`config.mk`:
```
export PLATFORM = sky130hd
export DESIGN_NAME = divu
export DESIGN_NICKNAME = d
export VERILOG_FILES = /design/src/rtl/alu_ctrl_pkg.sv /design/src/rtl/divu_step.sv /design/src/rtl/divu.sv
export SDC_FILE = /design/constraint.sdc
export NUM_CORES = 1
export LEC_CHECK = 0
export BUFFER_PORTS_ARGS = -buffer_cell sky130_fd_sc_hd__buf_2
export CORE_AREA = 5 5 132 134
export DETAILED_ROUTE_END_ITERATION = 8
export DIE_AREA = 0 0 137 139
export GPL_ROUTABILITY_DRIVEN = 0
export GPL_TIMING_DRIVEN = 0
export PLACE_DENSITY = 0.79
export REMOVE_ABC_BUFFERS = 1
export SLEW_MARGIN = 25
export SYNTH_ARGS = -nofsm -noshare
export SYNTH_HDL_FRONTEND = slang
export SYNTH_SLANG_ARGS = --single-unit
```
`constraint.sdc`:
```
create_clock -name clk -period 4.6 [get_ports clk]
set_input_delay 0.69 -clock clk [delete_from_list [all_inputs] [get_ports clk]]
set_output_delay 0.69 -clock clk [all_outputs]
set_load 0.02 [all_outputs]
```
`src/rtl/alu_ctrl_pkg.sv`:
```
// Shared ALU control codes for the multiply/divide unit and the divider state encoding.
package alu_ctrl_pkg;

    localparam logic [5:0] MULTU     = 6'b011001;
    localparam logic [5:0] MADDU     = 6'b000001;
    localparam logic [5:0] MULTU_out = 6'b111111;
    localparam logic [5:0] MADDU_out = 6'b111110;
    localparam logic [5:0] DIVU      = 6'b011011;
    localparam logic [5:0] DIVU_out  = 6'b111101;
    localparam logic [5:0] DIV       = 6'b011010;
    localparam logic [5:0] DIV_out   = 6'b111100;

    typedef enum logic [1:0] {
        IDLE  = 2'd0,
        BUSY  = 2'd1,
        FIXUP = 2'd2,
        DONE  = 2'd3
    } div_state_t;

endpackage

```
`src/rtl/divu_step.sv`:
```
// One restoring shift-subtract iteration of the divider (purely combinational).
module divu_step #(
    parameter int WIDTH = 32
) (
    input  logic [WIDTH:0]   rem,
    input  logic [WIDTH-1:0] quo,
    input  logic [WIDTH-1:0] div,
    output logic [WIDTH:0]   rem_next,
    output logic [WIDTH-1:0] quo_next
);

    logic [WIDTH:0] rem_sh;
    logic [WIDTH:0] trial;
    logic           take;

    always_comb begin
        rem_sh = {rem[WIDTH-1:0], quo[WIDTH-1]};
        trial  = rem_sh - {1'b0, div};
        // A bit shifted out of REM means the partial remainder certainly exceeds DIV.
        take   = ~trial[WIDTH] | rem[WIDTH];
        if (take) begin
            rem_next = trial;
            quo_next = {quo[WIDTH-2:0], 1'b1};
        end else begin
            rem_next = rem_sh;
            quo_next = {quo[WIDTH-2:0], 1'b0};
        end
    end

endmodule

```
`src/rtl/divu.sv`:
```
// Iterative restoring divider delivering {remainder, quotient} on read-out.
// Optional signed DIV/DIV_out support is enabled by defining DIVU_SIGNED_EN.
module divu
    import alu_ctrl_pkg::*;
#(
    parameter int WIDTH = 32
) (
    input  logic                 clk,
    input  logic                 reset,
    input  logic [WIDTH-1:0]     dataA,
    input  logic [WIDTH-1:0]     dataB,
    input  logic [5:0]           Signal,
    output logic [2*WIDTH-1:0]   dataOut,
    output logic                 busy,
    output logic                 done,
    output logic                 dz
);

    localparam int CNT_W = $clog2(WIDTH);

    div_state_t       state, state_next;
    logic [WIDTH:0]   rem, rem_step;
    logic [WIDTH-1:0] quo, quo_step;
    logic [WIDTH-1:0] div;
    logic [CNT_W-1:0] cnt;
    logic             last_step;
    logic             start;
    logic             start_signed;
    logic             read_out;
    logic             fix_needed;

`ifdef DIVU_SIGNED_EN
    logic signed_op, neg_q, neg_r;

    function automatic logic [WIDTH-1:0] mag(input logic [WIDTH-1:0] v);
        return v[WIDTH-1] ? -v : v;
    endfunction

    assign start_signed = (Signal == DIV);
    assign read_out     = (Signal == DIVU_out) || (Signal == DIV_out);
    assign fix_needed   = signed_op;
`else
    assign start_signed = 1'b0;
    assign read_out     = (Signal == DIVU_out);
    assign fix_needed   = 1'b0;
`endif

    assign start     = (Signal == DIVU) || start_signed;
    assign last_step = (cnt == CNT_W'(WIDTH - 1));
    assign busy      = (state == BUSY) || (state == FIXUP);
    assign done      = (state == DONE);

    divu_step #(.WIDTH(WIDTH)) u_step (
        .rem      (rem),
        .quo      (quo),
        .div      (div),
        .rem_next (rem_step),
        .quo_next (quo_step)
    );

    // NOTE: sequential state uses non-blocking assignments so every flop samples pre-edge values.
    always_ff @(posedge clk or negedge reset) begin
        if (!reset) state <= IDLE;
        else        state <= state_next;
    end

    // NOTE: state_next gets a default first so no path through the case infers a latch.
    always_comb begin
        state_next = state;
        case (state)
            IDLE:    if (start) state_next = BUSY;
            BUSY:    if (last_step) state_next = fix_needed ? FIXUP : DONE;
            FIXUP:   state_next = DONE;
            DONE:    if (read_out) state_next = IDLE;
            default: state_next = IDLE;
        endcase
    end

    always_ff @(posedge clk or negedge reset) begin
        if (!reset) begin
            rem     <= '0;
            quo     <= '0;
            div     <= '0;
            cnt     <= '0;
            dz      <= 1'b0;
            dataOut <= '0;
`ifdef DIVU_SIGNED_EN
            signed_op <= 1'b0;
            neg_q     <= 1'b0;
            neg_r     <= 1'b0;
`endif
        end else begin
            case (state)
                IDLE: begin
                    if (start) begin
                        rem <= '0;
                        cnt <= '0;
                        dz  <= (dataB == '0);
`ifdef DIVU_SIGNED_EN
                        quo       <= start_signed ? mag(dataA) : dataA;
                        div       <= start_signed ? mag(dataB) : dataB;
                        signed_op <= start_signed;
                        neg_q     <= start_signed & (dataA[WIDTH-1] ^ dataB[WIDTH-1]);
                        neg_r     <= start_signed & dataA[WIDTH-1];
`else
                        quo <= dataA;
                        div <= dataB;
`endif
                    end
                end
                BUSY: begin
                    rem <= rem_step;
                    quo <= quo_step;
                    cnt <= cnt + 1'b1;
                end
`ifdef DIVU_SIGNED_EN
                FIXUP: begin
                    if (neg_q) quo <= -quo;
                    if (neg_r) rem <= {1'b0, -rem[WIDTH-1:0]};
                end
`endif
                DONE: begin
                    if (read_out) dataOut <= {rem[WIDTH-1:0], quo};
                end
                default: ;
            endcase
        end
    end

endmodule

```
After elaboration in Yosys (flattened, before gate mapping)
Cells that the tools add are included.

Bits in registers: 169. Input bits: 72. Word-level logic and storage cells: 40.

$add $sub $neg: 2. Equal/unequal tests: 9. Multiplexer cells: 12. Bitwise operators: 2. Reductions and logical operators: 8.

Operators with widths (number): 2-to-1 mux 33 bit (2); case mux 33 bit (2 select lines) (1); case mux 32 bit (2 select lines) (1); subtractor 33 x 32 -> 33 bit (1); zero test 32 bit (1); 2-to-1 mux 32 bit (1); case mux 5 bit (2 select lines) (1); case mux 2 bit (4 select lines) (1); equality test 6 x 5 -> 1 bit (second input constant) (1); equality test 6 bit (second input constant) (1); 2-to-1 mux 2 bit (3); AND reduction 2 bit (3); adder 5 x 1 -> 5 bit (second input constant) (1); equality test 5 bit (second input constant) (1); 2-to-1 mux 5 bit (1); equality test 2 bit (second input constant) (2); != test 2 bit (second input constant) (2); AND reduction 3 bit (1); equality test 2 x 1 -> 1 bit (second input constant) (1); zero test 2 bit (1); != test 2 x 1 -> 1 bit (second input constant) (1); nonzero test 2 bit (1); logical OR 1 bit (1); 2-to-1 mux 1 bit (1); other kinds (2) (2).

Longest topological paths before layout
Gate-level depths: netlist of the first run.

Depth after elaboration: 5. Mapped depth: 13. Gate-level depth less buffers: 12.

Cells and area by module
From an unflattened synthesis of the first run, not the netlist that was laid out.

Cells, all modules: 828. Area total of the unflattened synthesis: 9456.6 um2.

Modules (own cells, without submodules): divu (instances 1, cells each 469, area each 7063.0 um2, sequential area each 4229.1 um2); divu_step (instances 1, cells each 359, area each 2393.5 um2, sequential area each 0.0 um2).

Least setup slack after synthesis of the first run
OpenSTA, ideal clock, no wires.

Path kind: register -> register. Start point: reg quo[31]. End point: reg rem[27]. Library setup time: 0.126 ns. Data arrival time: 3.155 ns. Required time: 4.474 ns. Setup slack: 1.319 ns. Stages on the path, launching flop included: 14. Buffers on the path: 1. Clock period less this slack: 3.281 ns. Cell sequence: dfrtp_1 -> inv_1 -> ha_1 -> inv_1 -> fa_1 -> a211oi_2 -> o31ai_2 -> o221a_2 -> o2111a_1 -> or3b_4 -> a311oi_4 -> buf_6 -> nor2_1 -> a221o_1.

Word-level cells in the longest chain between the ends: 5.

RTL lines: from (decl) (RTL line divu.sv:23) `logic [WIDTH-1:0] quo, quo_step;`; from (signal assigned) (RTL line divu.sv:106) `quo <= dataA;`; from (signal assigned) (RTL line divu.sv:113) `quo <= quo_step;`; subtractor 33 x 32 -> 33 bit * (RTL line divu_step.sv:18) `trial = rem_sh - {1'b0, div};`; NOT 1 bit (RTL line divu_step.sv:20) `take = ~trial[WIDTH] | rem[WIDTH];`; OR 1 bit (RTL line divu_step.sv:20); 2-to-1 mux 33 bit * (RTL line divu_step.sv:21) `if (take) begin`; case mux 33 bit (2 select lines) * (RTL line divu.sv:93) `case (state)`; to (signal assigned) (RTL line divu.sv:112) `rem <= rem_step;`; to (decl) (RTL line divu.sv:22) `logic [WIDTH:0] rem, rem_step;`.

Every way passes the cells marked *; elsewhere a longest branch is shown, timed or not. A chain may end at the register's enable or synchronous reset.

Worst setup path in the final report of the first run
Start point: reg quo[31]. End point: reg rem[10].

Same word-level chain as after synthesis.

==> results.cfg, run 1 <==
[pwr]
power.share.sequential = 0.282
power_density_mw_per_mm2 = 744.2
p_sw_frac = 0.4211
ir_drop_mv = 0.3412
p_sw_mw = 3.346
internal_power_mw = 4.600
p_comb_frac = 0.531
clock_power_share = 0.186
p_leak_nw = 5.341

[finish]
n_antenna_cell = 0
instances_no_fill = 1212
drive_gt1_frac = 0.2954
layout-area-overhead-vs-synth_pct = 18.46
nFillCells = 1239
nets = 1090

[drt]
drt_iter0_markers = 389
route.detailed.drc = 0
wl_per_cell_um = 16.81
via_per_inst = 5.673
dr_total_vias = 6876
wl_um = 20370
drtPass1Iterations = 6
antenna_left = 0

[sta]
grt_setup_unrepaired = no
setup_viol = 0
layout_min_cycle_time_ps = 4127
fin_ws_ps = 473.1
hold_violations = 0
drv_slew = 0
period_share = 0.8971
worstMarginPinSlew_ps = 968.0
timing.fmax_ghz = 0.2423
finClkSkew_ps = 12.11
slew_headroom = 0.3497

[placement]
pre_cts_ws_ps = 496.5
numPlacedInstances = 1180
place_hpwl_um = 14850
port_buffers = 138

[setup_path]
crit_fanout = 12
critPathKind = flip-flop to flip-flop
critPathLaunchType = flip-flop
cp.arrival_ps = 4410
slowest_stage = a311oi_4
worst_ep_required_time_ps = 4880
max_stage_delay_ps = 560
path_cells = inv_1 > ha_1 > inv_1 > fa_1 > a211oi_2 > o31ai_2 > o221a_2 > o2111a_1 > or3b_4 > a311oi_4 > buf_6 > buf_6 > mux2i_1 > o21ai_0
ff2ff_setup_slack_ps = 470
end_kind = flip-flop

[floorplan]
die_y_um = 139
core-area_sq_mm = 0.01617
ios = 139
rows = 47
die_w_um = 137
start_util = 0.5574
die_area_sq_mm = 0.01904

[synthesis]
yosys_register_bits = 169
yosysUniqueCellTypes = 62
synth_top_cell_area_share = 0.4692
synth_cells = 850
synth-main-ff-cell = dfrtp_1
yosys.area.top_type = dfrtp_1
synthArstFlopShare = 1.000
yosys-top-cells-count = dfrtp_1 (169), nand2_1 (105), mux2_2 (96)
syn_area_sq_mm = 0.009014
synth_area_leaders = dfrtp_1 (47%), mux2_2 (12%), mux2i_1 (6.2%)
synth_edf_count = 0
synth.most_common_cell = dfrtp_1
synth.avg_cell_area_sq_um = 10.60
yosysWarnings = 0
seq_area_frac_synth = 0.4692

[run]
drv_cap = 0

[clock_tree]
clockBufferDepth = 2
post-cts-setup-buffer-count = 0
clockRootBuffer = clkbuf_16
cts_tree = yes
cts_sinks = 169
postCtsResizedCells = 0
path_clk_slew_ps = 60
htree_levels = 4
numCtsBuffers = 17
clk_latency_ps = 430
cts_hold_buffers = 0

[global_routing]
grt-ovfl-total = 0
grt_max_degree = 70
antenna_found_initial = 0
grt_pass1_vias = 6733
grt_pass1_wl_um = 33480
track_usage = 0.2181

[outcome]
status = finished clean

[hold_path]
hp-class = input pin to async pin
## cell type report
class                   instances  area [sq um]  share of cell area
inverters                      44         165.2             0.01547
repair buffers                149         914.6             0.08566
clock inverters                13         168.9             0.01582
multi-input cells             598          4482              0.4197
clock buffers                  19         442.9             0.04148
well taps                     220         275.3             0.02578
flip-flops and latches        169          4229              0.3961
## logic make-up after synthesis
| group | after synthesis | synth area share |
|---|---|---|
| adder cells (fa/ha/maj) | 39 | 0.05497 |
| flip-flops | 169 | 0.4692 |
| buffers and inverters | 83 | 0.03748 |
| AND/OR/NAND/NOR | 195 | 0.09800 |
| XOR/XNOR | 24 | 0.02332 |
| AO/OA/AOI/OAI | 188 | 0.1349 |
| multiplexers | 152 | 0.1821 |
## worst max-delay path: cells and delay by family (launching register included)
| family | cells | cell delay [ps] |
|---|---|---|
| compound gates | 6 | 1750 |
| fa+ha+maj | 2 | 590 |
| buf+inv | 4 | 610 |
| flops | 1 | 380 |
| mux | 1 | 210 |
| simple gates | 1 | 420 |
## worst paths after layout
check | depth (start not counted) | endpoint | start
max | 14 | rem[10] | quo[31]
max in group asynchronous | 3 | div[30] | reset
min reg2reg | 2 | dz | dz
min | 1 | dataOut[6] | reset
min in group clk | 2 | dz | dz
max reg2reg | 14 | rem[10] | quo[31]
## per-layer routing
metal	track usage	up-vias	share of wire
met5	0	-	0
met4	0.08929	0	0.027
met3	0.04390	41	0.045
met2	0.3437	174	0.48
met1	0.2947	3334	0.45
li1	-	3327	-
## flip-flops by register name (all words and copies together), names as in the netlist
name,cells
cnt,5
dataOut,64
div,32
dz,1
quo,32
rem,33
state,2
## power by group through the flow
stage | registers, mW | clock network, mW | logic [mW]
after floorplan | 2.29 | 0 | 3.01
after global placement | 2.23 | 0 | 3.77
after detailed placement | 2.27 | 0 | 4.17
after CTS | 2.24 | 1.51 | 4.21
after global routing | 2.30 | 1.57 | 4.64
final | 2.24 | 1.48 | 4.22
## metrics by stage
step	total power, mW	instance area [sq um]	utilization	setup TNS (ps)	hold slack, ps
floorplan	5.302	8841	-	-150690	394.4
global placement	6.006	9807	0.6064	-382180	456.8
detailed placement	6.433	10070	0.6224	0	465.3
CTS	7.964	10680	0.6603	0	139.2
global route	8.517	10680	0.6603	0	153.6
finish	7.946	10680	0.6603	0	135.0
## layout by cell type, fill, tap and decap left out, types with 6 or more instances in the layout
cell type  netlist  final
dfrtp_1        169    169
nor4_1          10     10
clkbuf_16        0     17
nor2_1          29     29
o21ai_0         80     79
nand4_1          8      8
xnor2_1          8      8
nor3_1           9      9
nand3_1          6      6
a21oi_1         24     24
xor2_1          16     16
mux2i_1         56     56
buf_2            3    137
ha_1            38     37
nand2_1        105    103
a21o_1          11     11
inv_1           44     44
and3_1           6      6
mux2_2          96     96
a31oi_1          8      8
o21ai_1          6      6
Note: power is estimated with default switching activity, not from simulation.
==> run 2: changes to the inputs <==
- RECOVER_POWER: unset -> 50
==> results.cfg, run 2 (same netlist as run 1, synthesis figures left out) <==
[floorplan]
core-area_sq_mm = 0.01617
die_y_um = 139
die_area_sq_mm = 0.01904
die_w_um = 137
start_util = 0.5574
ios = 139
rows = 47

[clock_tree]
clockRootBuffer = clkbuf_16
postCtsResizedCells = 0
htree_levels = 4
post-cts-setup-buffer-count = 0
cts_tree = yes
clk_latency_ps = 430
cts_hold_buffers = 0
cts_sinks = 169
numCtsBuffers = 17
clockBufferDepth = 2
path_clk_slew_ps = 60

[hold_path]
min_path_cells = 2
hp-class = flip-flop to flip-flop

[sta]
slew_headroom = -0.5009
fin_ws_ps = 462.5
grt_setup_unrepaired = no
drv_slew = 102
hold_violations = 0
setup_viol = 0
finClkSkew_ps = 11.27
timing.fmax_ghz = 0.2417
period_share = 0.8995
layout_min_cycle_time_ps = 4138
worstMarginPinSlew_ps = 2251
whs_ps = 473.4

[drt]
dr_total_vias = 6842
route.detailed.drc = 0
drt_iter0_markers = 403
wl_per_cell_um = 16.85
antenna_left = 0
via_per_inst = 5.645
drtPass1Iterations = 5
wl_um = 20430

[finish]
nFillCells = 1264
n_antenna_cell = 0
nets = 1090
fin_util = 0.6556
final_area_sq_mm = 0.01060
largest_reg_flops = 64
multi_input_area_sq_mm = 0.004482
layout_commonest_cell = dfrtp_1
largestRegisters = dataOut: 64 flops, rem: 33 flops
regArea_sq_mm = 0.004229
layout-area-overhead-vs-synth_pct = 17.63
drive_gt1_frac = 0.2611
final_cell_mix = dfrtp_1 (169), buf_2 (104), nand2_1 (103), mux2_2 (96), o21ai_0 (79)
top_register = dataOut

[pwr]
p_sw_frac = 0.4221
power.share.sequential = 0.283
internal_power_mw = 4.585
p_leak_nw = 5.184
p_sw_mw = 3.349
ir_drop_mv = 0.3397
p_comb_frac = 0.530
clock_power_share = 0.187
power_density_mw_per_mm2 = 748.3

[run]
drv_cap = 2

[setup_path]
slowest_stage = a311oi_4
max_stage_delay_ps = 560
critPathKind = flip-flop to flip-flop
crit_cells = 14
end_kind = flip-flop
cp.arrival_ps = 4420
rr_worst_depth = 14
critPathLaunchType = flip-flop
worst-path-buf-inv = 4
worst_ep_required_time_ps = 4880
path_cells = inv_1 > ha_1 > inv_1 > fa_1 > a211oi_2 > o31ai_2 > o221a_2 > o2111a_1 > or3b_4 > a311oi_4 > buf_6 > buf_6 > mux2i_1 > o21ai_0
cpLargestDelayFamily = compound AO/OA/AOI/OAI gates
crit_fanout = 12

[global_routing]
antenna_found_initial = 0
grt_pass1_vias = 6733
grt-ovfl-total = 0
grt_max_degree = 70
track_usage = 0.2181
grt_pass1_wl_um = 33480

[placement]
port_buffers = 138
placed_area_sq_mm = 0.01007
place_hpwl_um = 14850
pre_cts_ws_ps = 496.5

[outcome]
status = complete, but fails checks
violations = capacitance limit, slew limit
[run 2: power by group through the flow]
stage | sequential (mW) | clock (mW) | combinational, mW
final | 2.25 | 1.48 | 4.21
after global routing | 2.31 | 1.57 | 4.62
after CTS | 2.24 | 1.51 | 4.21
after detailed placement | 2.27 | 0 | 4.17
after global placement | 2.23 | 0 | 3.77
after floorplan | 2.29 | 0 | 3.01
[run 2: per-stage QoR]
| stage | setup TNS [ps] | total power [mW] | instances |
|---|---|---|---|
| after floorplan | -150690 | 5.302 | 811 |
| after global placement | -382180 | 6.006 | 1169 |
| after detailed placement | 0 | 6.433 | 1180 |
| after CTS | 0 | 7.964 | 1212 |
| after global routing | 0 | 8.503 | 1212 |
| final | 0 | 7.934 | 1212 |
[run 2: layer usage]
| metal | up-vias | global-route usage | part of all wire |
|---|---|---|---|
| li1 | 3325 | - | - |
| met1 | 3331 | 0.2947 | 0.45 |
| met2 | 148 | 0.3437 | 0.48 |
| met3 | 38 | 0.04390 | 0.043 |
| met4 | 0 | 0.08929 | 0.026 |
| met5 | - | 0 | 0 |
[run 2: path summary, 6_finish.rpt]
check / end / start / slack [ps]
worst min-delay path: dataOut[31] / dataOut[31] / 470
min in group asynchronous: dataOut[6] / reset / 920
worst max register to register: rem[10] / quo[31] / 460
worst max-delay path: rem[10] / quo[31] / 460
worst min register to register: dataOut[31] / dataOut[31] / 470
max in group asynchronous: div[30] / reset / 1130
[run 2: area by class of cell]
type                            instances  share of cell area
Clock inverter                         13             0.01593
Clock buffer                           19             0.04177
Inverter                               44             0.01558
Timing Repair Buffer                  149             0.07918
Sequential cell                       169              0.3989
Tap cell                              220             0.02596
Multi-Input combinational cell        598              0.4227
[run 2: worst min-delay path: stages (launching register included)]
cell	delay, ps
dfrtp_1	340
nand2_1	40
o21ai_0	60
==> run 3: changes to the inputs <==
- CELL_PAD_IN_SITES_DETAIL_PLACEMENT: unset -> 0
- CELL_PAD_IN_SITES_GLOBAL_PLACEMENT: unset -> 1
- CORE_AREA: 5 5 132 134 -> 5 5 148 150
- DIE_AREA: 0 0 137 139 -> 0 0 153 155
- PLACE_DENSITY: 0.79 -> unset
- PLACE_DENSITY_LB_ADDON: unset -> 0.1
==> results.cfg, run 3 (same netlist as run 1, synthesis figures left out) <==
[drt]
drt_iter0_markers = 280
antenna_left = 0
route.detailed.drc = 0
drtPass1Iterations = 4
wl_um = 21310
via_per_inst = 5.238
dr_total_vias = 6631
wl_per_cell_um = 16.83

[floorplan]
start_util = 0.4385
core-area_sq_mm = 0.02056
die_area_sq_mm = 0.02372
ios = 139
die_y_um = 155
die_w_um = 153
rows = 53

[hold_path]
hp-class = flip-flop to flip-flop

[sta]
grt_setup_unrepaired = no
period_share = 0.9045
timing.fmax_ghz = 0.2403
setup_viol = 0
hold_violations = 0
layout_min_cycle_time_ps = 4161
worstMarginPinSlew_ps = 2195
drv_slew = 85
finClkSkew_ps = 11.51
slew_headroom = -0.4635

[finish]
drive_gt1_frac = 0.2624
layout_commonest_cell = dfrtp_1
largest_reg_flops = 64
final_area_sq_mm = 0.01070
top_register = dataOut
regArea_sq_mm = 0.004229
final_cell_mix = dfrtp_1 (169), buf_2 (105), nand2_1 (104), mux2_2 (96), o21ai_0 (79)
fin_util = 0.5206
n_antenna_cell = 0
largestRegisters = dataOut: 64 flops, rem: 33 flops
layout-area-overhead-vs-synth_pct = 18.73
multi_input_area_sq_mm = 0.004474
nFillCells = 1961
nets = 1089

[clock_tree]
clockRootBuffer = clkbuf_16
clk_latency_ps = 430
cts_tree = yes
clockBufferDepth = 2
numCtsBuffers = 17
post-cts-setup-buffer-count = 0
path_clk_slew_ps = 70
postCtsResizedCells = 0
cts_sinks = 169
cts_hold_buffers = 0
htree_levels = 4

[pwr]
power_density_mw_per_mm2 = 745.3
p_leak_nw = 5.206
ir_drop_mv = 0.3669

[placement]
placed_area_sq_mm = 0.01014
place_hpwl_um = 15510
port_buffers = 138

[outcome]
violations = capacitance limit, slew limit
status = complete, but fails checks

[global_routing]
grt-ovfl-total = 0
use_met2 = 0.2889
track_usage = 0.1829
grt_max_degree = 86
grt.met1_usage = 0.2625
grtUsageMet3 = 0.03727
grt_pass1_vias = 6668
antenna_found_initial = 0
top_usage_layer = met2
grt_pass1_wl_um = 35310

[setup_path]
path_cells = inv_1 > ha_1 > inv_1 > fa_1 > a211oi_2 > o31ai_2 > o221a_2 > o2111a_1 > or3b_4 > a311oi_4 > buf_8 > buf_6 > mux2i_1 > o21ai_0
crit_fanout = 14
worst_ep_required_time_ps = 4880
slowest_stage = a311oi_4
end_kind = flip-flop
max_stage_delay_ps = 640
cp.arrival_ps = 4440
critPathKind = flip-flop to flip-flop
critPathLaunchType = flip-flop
worst_path_most_repeated_cell = inv_1

[run]
drv_cap = 1
run 3: changes by cell type in the layout (fill, tap and decap cells not counted), moves of 2 or more:
| cell | change |
|---|---|
| clkinvlp_4 | -4 |
| inv_8 | +4 |
| buf_16 | +3 |
| clkbuf_1 | -3 |
| clkinv_8 | +3 |
| bufinv_16 | -2 |
run 3: critical path, delay by kind of cell, from the launching register on:
| family | cells | cell delay [ps] |
|---|---|---|
| flip-flops | 1 | 380 |
| AO/OA/AOI/OAI | 6 | 1820 |
| AND/OR/NAND/NOR | 1 | 420 |
| adder cells (fa/ha/maj) | 2 | 600 |
| buffers and inverters | 4 | 590 |
| multiplexers | 1 | 200 |
run 3: layout make-up:
cell class / instances / area share
clock buffers: 18 / 0.04104
clock inverters: 14 / 0.01649
inverters: 44 / 0.01543
multi-input cells: 598 / 0.4181
flip-flops and latches: 169 / 0.3952
well taps: 275 / 0.03215
repair buffers: 148 / 0.08161
run 3: per-stage QoR:
step	setup WS (ps)	cells	setup TNS, ps	total power [mW]	hold WS, ps
floorplan	-2361	811	-150690	5.302	394.4
global placement	-6398	1224	-414870	6.146	458.7
detailed placement	447.0	1234	0	6.554	467.0
CTS	418.1	1266	0	8.078	274.5
global route	68.84	1266	0	8.634	493.8
finish	439.4	1266	0	7.976	476.2
run 3: final timing paths:
| kind | startpoint | endpoint | slack (ps) | cells past startpoint |
|---|---|---|---|---|
| worst max-delay path | quo[31] | rem[11] | 440 | 14 |
| worst max register to register | quo[31] | rem[11] | 440 | 14 |
| worst min-delay path | dataOut[31] | dataOut[31] | 480 | 2 |
| min in group asynchronous | reset | quo[21] | 900 | 1 |
| worst min register to register | dataOut[31] | dataOut[31] | 480 | 2 |
| max in group asynchronous | reset | div[19] | 2400 | 1 |
run 3: report_power, final:
group | internal [mW] | switching [mW] | total [mW]
combinational | 1.84 | 2.43 | 4.26
clock | 0.796 | 0.684 | 1.48
sequential | 1.92 | 0.310 | 2.23
total | 4.55 | 3.42 | 7.98
run 3: metal layers:
| layer | up-vias | part of all wire |
|---|---|---|
| li1 | 3298 | - |
| met1 | 3192 | 0.49 |
| met2 | 125 | 0.46 |
| met3 | 16 | 0.039 |
| met4 | 0 | 0.011 |
| met5 | - | 0 |
